File: src/rtl/dg0040_stack_ctrl.sv
// -----------------------------------------------------------------------------
// dg0040_stack_ctrl
// Sequencer for the DG0040 5-level shift-register PC return stack.
// Turns CALL/RET requests into one-cycle MODE1/MODE0 pulses (10 push, 11 pop),
// tracks occupancy, flags overflow/underflow and captures the popped PC.
//
// Configuration macro: STK_OVF_BLOCK_EN
//   defined   : a push at FULL is refused (no MODE activity, ERR=1, OVF=1).
//   undefined : a push at FULL is performed; the oldest entry falls off the
//               bottom of the stack, DEPTH_O stays at DEPTH, OVF=1, ERR=0.
// -----------------------------------------------------------------------------
module dg0040_stack_ctrl #(
    parameter int DEPTH   = 5,
    parameter int PC_W    = 10,
    parameter int DEPTH_W = 3
) (
    input  logic               STK_CLK,
    input  logic               STK_NRST,
    input  logic               CALL_REQ,
    input  logic               RET_REQ,
    input  logic               FLUSH,
    input  logic [PC_W-1:0]    SP,
    output logic               MODE1,
    output logic               MODE0,
    output logic               ACK,
    output logic               ERR,
    output logic [PC_W-1:0]    RET_PC,
    output logic [DEPTH_W-1:0] DEPTH_O,
    output logic               FULL,
    output logic               EMPTY,
    output logic               OVF,
    output logic               UNF
);

    localparam logic [DEPTH_W-1:0] DEPTH_MAX  = DEPTH_W'(DEPTH);
    localparam logic [DEPTH_W-1:0] DEPTH_ZERO = {DEPTH_W{1'b0}};

    localparam logic [1:0] MODE_HOLD = 2'b00;
    localparam logic [1:0] MODE_PUSH = 2'b10;
    localparam logic [1:0] MODE_POP  = 2'b11;

    typedef enum logic [1:0] {
        ST_IDLE = 2'd0,
        ST_PUSH = 2'd1,
        ST_POP  = 2'd2,
        ST_DONE = 2'd3
    } state_t;

    state_t             state_r;
    state_t             state_s;

    logic [1:0]         mode_r;
    logic [1:0]         mode_s;
    logic               ack_r;
    logic               ack_s;
    logic               err_r;
    logic               err_s;
    logic               ovf_r;
    logic               ovf_s;
    logic               unf_r;
    logic               unf_s;
    logic [PC_W-1:0]    ret_pc_r;
    logic [PC_W-1:0]    ret_pc_s;
    logic [DEPTH_W-1:0] depth_r;
    logic [DEPTH_W-1:0] depth_s;

    logic               full_s;
    logic               empty_s;

    // Occupancy after a push; the shift register cannot hold more than DEPTH.
    function automatic logic [DEPTH_W-1:0] depth_inc(input logic [DEPTH_W-1:0] d);
        logic [DEPTH_W-1:0] r;
        if (d >= DEPTH_MAX) begin
            r = DEPTH_MAX;
        end else begin
            r = d + DEPTH_W'(1);
        end
        return r;
    endfunction

    // Occupancy after a pop; never wraps below zero.
    function automatic logic [DEPTH_W-1:0] depth_dec(input logic [DEPTH_W-1:0] d);
        logic [DEPTH_W-1:0] r;
        if (d == DEPTH_ZERO) begin
            r = DEPTH_ZERO;
        end else begin
            r = d - DEPTH_W'(1);
        end
        return r;
    endfunction

    assign full_s  = (depth_r == DEPTH_MAX);
    assign empty_s = (depth_r == DEPTH_ZERO);

    // FSM state register; reset aborts any operation in flight.
    always_ff @(posedge STK_CLK or negedge STK_NRST) begin
        if (!STK_NRST) begin
            state_r <= ST_IDLE;
        end else begin
            state_r <= state_s;
        end
    end

    // Next state plus next values of every registered output.
    always_comb begin
        state_s  = state_r;
        mode_s   = MODE_HOLD;
        ack_s    = 1'b0;
        err_s    = 1'b0;
        ovf_s    = 1'b0;
        unf_s    = 1'b0;
        ret_pc_s = ret_pc_r;
        depth_s  = depth_r;

        case (state_r)
            ST_IDLE: begin
                if (FLUSH) begin
                    // Clear occupancy only; stack contents are left alone.
                    depth_s = DEPTH_ZERO;
                end else if (CALL_REQ) begin
`ifdef STK_OVF_BLOCK_EN
                    if (full_s) begin
                        state_s = ST_DONE;
                        ack_s   = 1'b1;
                        err_s   = 1'b1;
                        ovf_s   = 1'b1;
                    end else begin
                        state_s = ST_PUSH;
                        mode_s  = MODE_PUSH;
                    end
`else
                    state_s = ST_PUSH;
                    mode_s  = MODE_PUSH;
`endif
                end else if (RET_REQ) begin
                    if (empty_s) begin
                        state_s = ST_DONE;
                        ack_s   = 1'b1;
                        err_s   = 1'b1;
                        unf_s   = 1'b1;
                    end else begin
                        state_s = ST_POP;
                        mode_s  = MODE_POP;
                    end
                end else begin
                    state_s = ST_IDLE;
                end
            end
            ST_PUSH: begin
                // The stack shifts at this edge; a push at FULL loses the oldest entry.
                state_s = ST_DONE;
                ack_s   = 1'b1;
                ovf_s   = full_s;
                depth_s = depth_inc(depth_r);
            end
            ST_POP: begin
                // SP still shows the pre-shift top at this edge.
                state_s  = ST_DONE;
                ack_s    = 1'b1;
                ret_pc_s = SP;
                depth_s  = depth_dec(depth_r);
            end
            ST_DONE: begin
                // Requests seen here belong to the operation just acknowledged.
                state_s = ST_IDLE;
            end
            default: begin
                state_s = ST_IDLE;
            end
        endcase
    end

    // Output and datapath registers.
    always_ff @(posedge STK_CLK or negedge STK_NRST) begin
        if (!STK_NRST) begin
            mode_r   <= MODE_HOLD;
            ack_r    <= 1'b0;
            err_r    <= 1'b0;
            ovf_r    <= 1'b0;
            unf_r    <= 1'b0;
            ret_pc_r <= {PC_W{1'b0}};
            depth_r  <= DEPTH_ZERO;
        end else begin
            mode_r   <= mode_s;
            ack_r    <= ack_s;
            err_r    <= err_s;
            ovf_r    <= ovf_s;
            unf_r    <= unf_s;
            ret_pc_r <= ret_pc_s;
            depth_r  <= depth_s;
        end
    end

    assign MODE1   = mode_r[1];
    assign MODE0   = mode_r[0];
    assign ACK     = ack_r;
    assign ERR     = err_r;
    assign OVF     = ovf_r;
    assign UNF     = unf_r;
    assign RET_PC  = ret_pc_r;
    assign DEPTH_O = depth_r;
    assign FULL    = full_s;
    assign EMPTY   = empty_s;

endmodule

File: config.mk
export PLATFORM = sky130hd
export DESIGN_NAME = dg0040_stack_ctrl
export DESIGN_NICKNAME = d
export VERILOG_FILES = /design/src/rtl/dg0040_stack_ctrl.sv
export SDC_FILE = /design/constraint.sdc
export NUM_CORES = 1
export LEC_CHECK = 0
export CAP_MARGIN = 20
export CORE_ASPECT_RATIO = 0.6
export CORE_MARGIN = 5
export CORE_UTILIZATION = 43
export DETAILED_ROUTE_END_ITERATION = 10
export PLACE_DENSITY = 0.77
export SLEW_MARGIN = 20
export SYNTH_ARGS = -nofsm -noshare
export SYNTH_HDL_FRONTEND = slang
export SYNTH_SLANG_ARGS = --single-unit
File: constraint.sdc
create_clock -name STK_CLK -period 2.1 [get_ports STK_CLK]
set_clock_uncertainty 0.15 [all_clocks]
set_input_delay 0.42 -clock STK_CLK [delete_from_list [all_inputs] [get_ports STK_CLK]]
set_output_delay 0.42 -clock STK_CLK [all_outputs]
set_load 0.005 [all_outputs]
==> impl_metrics.prom <==
# TYPE chip_impl_metric gauge
chip_impl_metric{name="synth-seq-cells",unit=""} 20
chip_impl_info{name="synth_flop_cell",value="sky130_fd_sc_hd__dfrtp_1"} 1
chip_impl_metric{name="number_of_remaining_drc_errors",unit=""} 0
chip_impl_metric{name="placedCellCount",unit=""} 149
chip_impl_metric{name="syn-instance-count",unit=""} 83
chip_impl_metric{name="swShare",unit="%"} 32.8
chip_impl_metric{name="residual_overflow_from_global_routing",unit=""} 0
chip_impl_metric{name="max_clock_freq",unit="MHz"} 509
chip_impl_metric{name="synthDominantCellAreaShare",unit="%"} 49.9
chip_impl_metric{name="mappedNetlistNets",unit=""} 106
chip_impl_metric{name="clock_power_share",unit="%"} 18.6
chip_impl_info{name="min_delay_worst_endpoint",value="RET_PC[8]"} 1
chip_impl_metric{name="power.net_switching",unit="µW"} 665
chip_impl_metric{name="power_per_cell_area",unit="nW/µm²"} 1370
chip_impl_metric{name="final_period_minus_worst_setup_slack",unit="ns"} 1.97
chip_impl_metric{name="grt_pass1_wl",unit="µm"} 3660
chip_impl_metric{name="area_growth",unit="%"} 48.1
chip_impl_metric{name="cts_buffers",unit=""} 3
chip_impl_info{name="timing_worst_setup_path_type",value="register to output port"} 1
chip_impl_info{name="critical_path.endpoint_type",value="output port"} 1
chip_impl_metric{name="fin_crit_sh",unit="%"} 93.6
chip_impl_metric{name="floorplan.core_area",unit="µm²"} 2200
chip_impl_metric{name="clk_latency",unit="ns"} 0.26
chip_impl_metric{name="fillerInstances",unit=""} 159
chip_impl_metric{name="worst_r2r_path_depth",unit=""} 5
chip_impl_metric{name="timing_max_transition_violations_final",unit=""} 0
chip_impl_metric{name="finalSetupViolCount",unit=""} 0
chip_impl_metric{name="hpwl",unit="µm"} 1650
chip_impl_metric{name="tritoncts_num_sinks",unit=""} 20
chip_impl_metric{name="critical_path_arrival",unit="ns"} 1.40
chip_impl_info{name="synth.top_cells.by_count",value="sky130_fd_sc_hd__dfrtp_1, sky130_fd_sc_hd__ha_1, sky130_fd_sc_hd__mux2_1"} 1
chip_impl_info{name="tritoncts",value="built"} 1
chip_impl_metric{name="ys_types",unit=""} 33
chip_impl_metric{name="die-width",unit="µm"} 72.4
chip_impl_metric{name="antenna_violations_before_repair",unit=""} 0
chip_impl_info{name="path_delay_family",value="buffers and inverters"} 1
chip_impl_metric{name="drt-initial-drc-count",unit=""} 69
chip_impl_metric{name="maxCapViolations",unit=""} 0
chip_impl_metric{name="first_global_vias",unit=""} 764
chip_impl_metric{name="finalHoldViolations",unit=""} 0
chip_impl_metric{name="routed-via-count",unit=""} 769
chip_impl_info{name="slowest_stage",value="sky130_fd_sc_hd__dfrtp_1"} 1
chip_impl_info{name="crit_path_cell_trace",value="buf_4 > ha_2 > and2_1 > dlygate4sd2_1"} 1
chip_impl_metric{name="largest_driver_fanout_on_the_critical_path",unit=""} 6
chip_impl_info{name="yosys-top-cells-area",value="sky130_fd_sc_hd__dfrtp_1, sky130_fd_sc_hd__ha_1, sky130_fd_sc_hd__mux2_1"} 1
chip_impl_metric{name="async_flop_share",unit="%"} 100
chip_impl_metric{name="final-instance-count-excl-fill",unit=""} 153
chip_impl_metric{name="power.share.combinational",unit="%"} 50.2
chip_impl_metric{name="design.final.nets",unit=""} 147
chip_impl_info{name="outcome",value="finished, final reports clean"} 1
chip_impl_info{name="r2r-end",value="DEPTH_O[2]"} 1
chip_impl_metric{name="globalplace.congestion",unit=""} 0.880
chip_impl_metric{name="timing.reg2reg.setup_slack",unit="ns"} 0.49
chip_impl_info{name="hp-start",value="RET_PC[8]"} 1
chip_impl_metric{name="power.total",unit="mW"} 2.03
chip_impl_metric{name="synth_edf_count",unit=""} 0
chip_impl_metric{name="worstPathBufferInverterCount",unit=""} 2
chip_impl_metric{name="required",unit="ns"} 1.53
chip_impl_metric{name="max_stage_delay",unit="ns"} 0.39
chip_impl_metric{name="post_cts.repair.setup_buffers",unit=""} 0
chip_impl_metric{name="routedWlPerCell",unit="µm"} 14.2
chip_impl_metric{name="insertedDiodeCount",unit=""} 0
chip_impl_info{name="hp-class",value="register to register"} 1
chip_impl_metric{name="cts_max_path_buffers",unit=""} 2
chip_impl_metric{name="row_count",unit=""} 13
chip_impl_metric{name="peakVddDrop",unit="V"} 0.000819
chip_impl_metric{name="timing.hold.worst_path_depth",unit=""} 1
chip_impl_metric{name="worst-slew-pin-transition",unit="ns"} 0.330
chip_impl_info{name="cts_root_buf",value="sky130_fd_sc_hd__clkbuf_8"} 1
chip_impl_metric{name="clk_pin_slew",unit="ns"} 0.07
chip_impl_metric{name="post-route-cell-area",unit="µm²"} 1490
chip_impl_metric{name="io_buf_count",unit=""} 35
chip_impl_metric{name="grt_max_degree",unit=""} 21
chip_impl_metric{name="synth.cell_area",unit="µm²"} 1000
chip_impl_info{name="grt_setup_unrepaired",value="no"} 1
chip_impl_metric{name="firstDrtPassIters",unit=""} 4
chip_impl_metric{name="lkg_pwr",unit="nW"} 0.648
chip_impl_metric{name="antenna_violating_nets_post_route",unit=""} 0
chip_impl_metric{name="slew_headroom",unit="%"} 77.8
chip_impl_metric{name="ioPinCount",unit=""} 36
chip_impl_info{name="largest_area_contributor_in_the_netlist",value="sky130_fd_sc_hd__dfrtp_1"} 1
chip_impl_info{name="most_common_cell_in_the_netlist",value="sky130_fd_sc_hd__dfrtp_1"} 1
chip_impl_metric{name="design.die.area",unit="µm²"} 3430
chip_impl_metric{name="synth_warnings",unit=""} 0
chip_impl_info{name="cp-start-kind",value="register"} 1
chip_impl_metric{name="starting_utilization_of_the_core_area",unit="%"} 45.7
chip_impl_info{name="critical_path.reg2reg.startpoint",value="state_r[0]"} 1
chip_impl_metric{name="sequentialPowerShare",unit="%"} 31.2
chip_impl_metric{name="postPlaceCellArea",unit="µm²"} 1400
chip_impl_metric{name="synth.avg_cell_area",unit="µm²"} 12.1
chip_impl_metric{name="cell_internal_pwr",unit="mW"} 1.37
chip_impl_metric{name="die_h",unit="µm"} 47.4
chip_impl_metric{name="totalNegativeSetupSlack",unit="ns"} 0
chip_impl_metric{name="final_core_util",unit="%"} 67.7
chip_impl_metric{name="final_layout_size_suffix_gt1_share",unit="%"} 20.3
chip_impl_metric{name="via_per_inst",unit=""} 5.03
chip_impl_metric{name="ctsHtreeMaxLevel",unit=""} 1
chip_impl_metric{name="wirelength",unit="µm"} 2180
chip_impl_metric{name="synth_seq_area_share",unit="%"} 49.9
chip_impl_metric{name="gr-usage-all-layers",unit="%"} 14.4
==> power by group through the flow <==
stage	registers, mW	logic, mW	clock network (mW)
5_1_grt	0.655	1.12	0.404
6_report	0.634	1.02	0.378
3_3_place_gp	0.629	0.991	0
4_1_cts	0.635	1.03	0.390
2_1_floorplan	0.647	0.529	0
3_5_place_dp	0.640	1.01	0
==> state kept, by name, indices dropped and copies added, names as in the netlist <==
name / count
OVF: 1
mode_r: 2
ACK: 1
UNF: 1
DEPTH_O: 3
RET_PC: 10
state_r: 2
==> placed cells by master, fill, tap and decap left out, types with 2 or more instances in the layout <==
| master | instances |
|---|---|
| sky130_fd_sc_hd__a21oi_1 | 3 |
| sky130_fd_sc_hd__buf_4 | 4 |
| sky130_fd_sc_hd__clkbuf_8 | 3 |
| sky130_fd_sc_hd__clkdlybuf4s50_1 | 33 |
| sky130_fd_sc_hd__dfrtp_1 | 19 |
| sky130_fd_sc_hd__dlygate4sd2_1 | 2 |
| sky130_fd_sc_hd__ha_1 | 6 |
| sky130_fd_sc_hd__inv_1 | 3 |
| sky130_fd_sc_hd__inv_2 | 3 |
| sky130_fd_sc_hd__mux2_1 | 6 |
| sky130_fd_sc_hd__mux2_2 | 5 |
| sky130_fd_sc_hd__nand2_1 | 4 |
| sky130_fd_sc_hd__nand2b_2 | 2 |
| sky130_fd_sc_hd__nand3_1 | 2 |
| sky130_fd_sc_hd__nand4_1 | 2 |
| sky130_fd_sc_hd__nor2_1 | 2 |
| sky130_fd_sc_hd__o2111ai_1 | 2 |
==> stage by stage <==
| stage | setup slack (ns) | hold WS (ns) |
|---|---|---|
| floorplan | 0.598 | -0.0256 |
| global placement | 0.190 | 0.317 |
| detailed placement | 0.152 | 0.324 |
| CTS | 0.119 | 0.341 |
| global route | 0.0650 | 0.356 |
| finish | 0.134 | 0.337 |
==> logic make-up (layout without fill, tap and decap cells) <==
family	after synthesis	in the layout	synth area share, %
AO/OA/AOI/OAI	13	13	10.1
flip-flops	20	20	49.9
multiplexers	12	12	13.3
buffers and inverters	9	49	4.24
AND/OR/NAND/NOR	21	21	12.5
adder cells (fa/ha/maj)	8	8	9.98
==> layout make-up <==
type / instances / area, µm² / area share [%]
clock buffer: 3 / 41.3 / 2.78
clock inverter: 1 / 30.0 / 2.02
inverter: 6 / 22.5 / 1.52
multi-input combinational: 54 / 475 / 32.0
sequential: 20 / 502 / 33.8
tap: 30 / 37.5 / 2.53
timing repair buffer: 39 / 378 / 25.4
==> how the worst max path moves through the flow <==
stage          slack, ns          to  cells after the start       start
3_5_place_dp        0.15       EMPTY                      5  DEPTH_O[1]
4_1_cts             0.12        FULL                      4  DEPTH_O[0]
5_1_grt             0.06        FULL                      4  DEPTH_O[0]
2_1_floorplan       0.60  DEPTH_O[1]                      5  DEPTH_O[0]
3_3_place_gp        0.19       EMPTY                      5  DEPTH_O[1]
6_report            0.13        FULL                      4  DEPTH_O[0]
==> per-layer routing <==
layer | share of wire (%) | GRT usage [%] | wire length [µm]
met5 | 0 | 0 | 0
met4 | 0 | 3.37 | 0
met3 | 11 | 6.92 | 249
met2 | 43 | 23.0 | 933
met1 | 46 | 18.0 | 995
==> what timing repair did <==
item                       CTS  global route
resized for setup            8             0
hold buffers                 0             0
setup endpoints to repair    2             0
(Power assumes the default switching activity.)
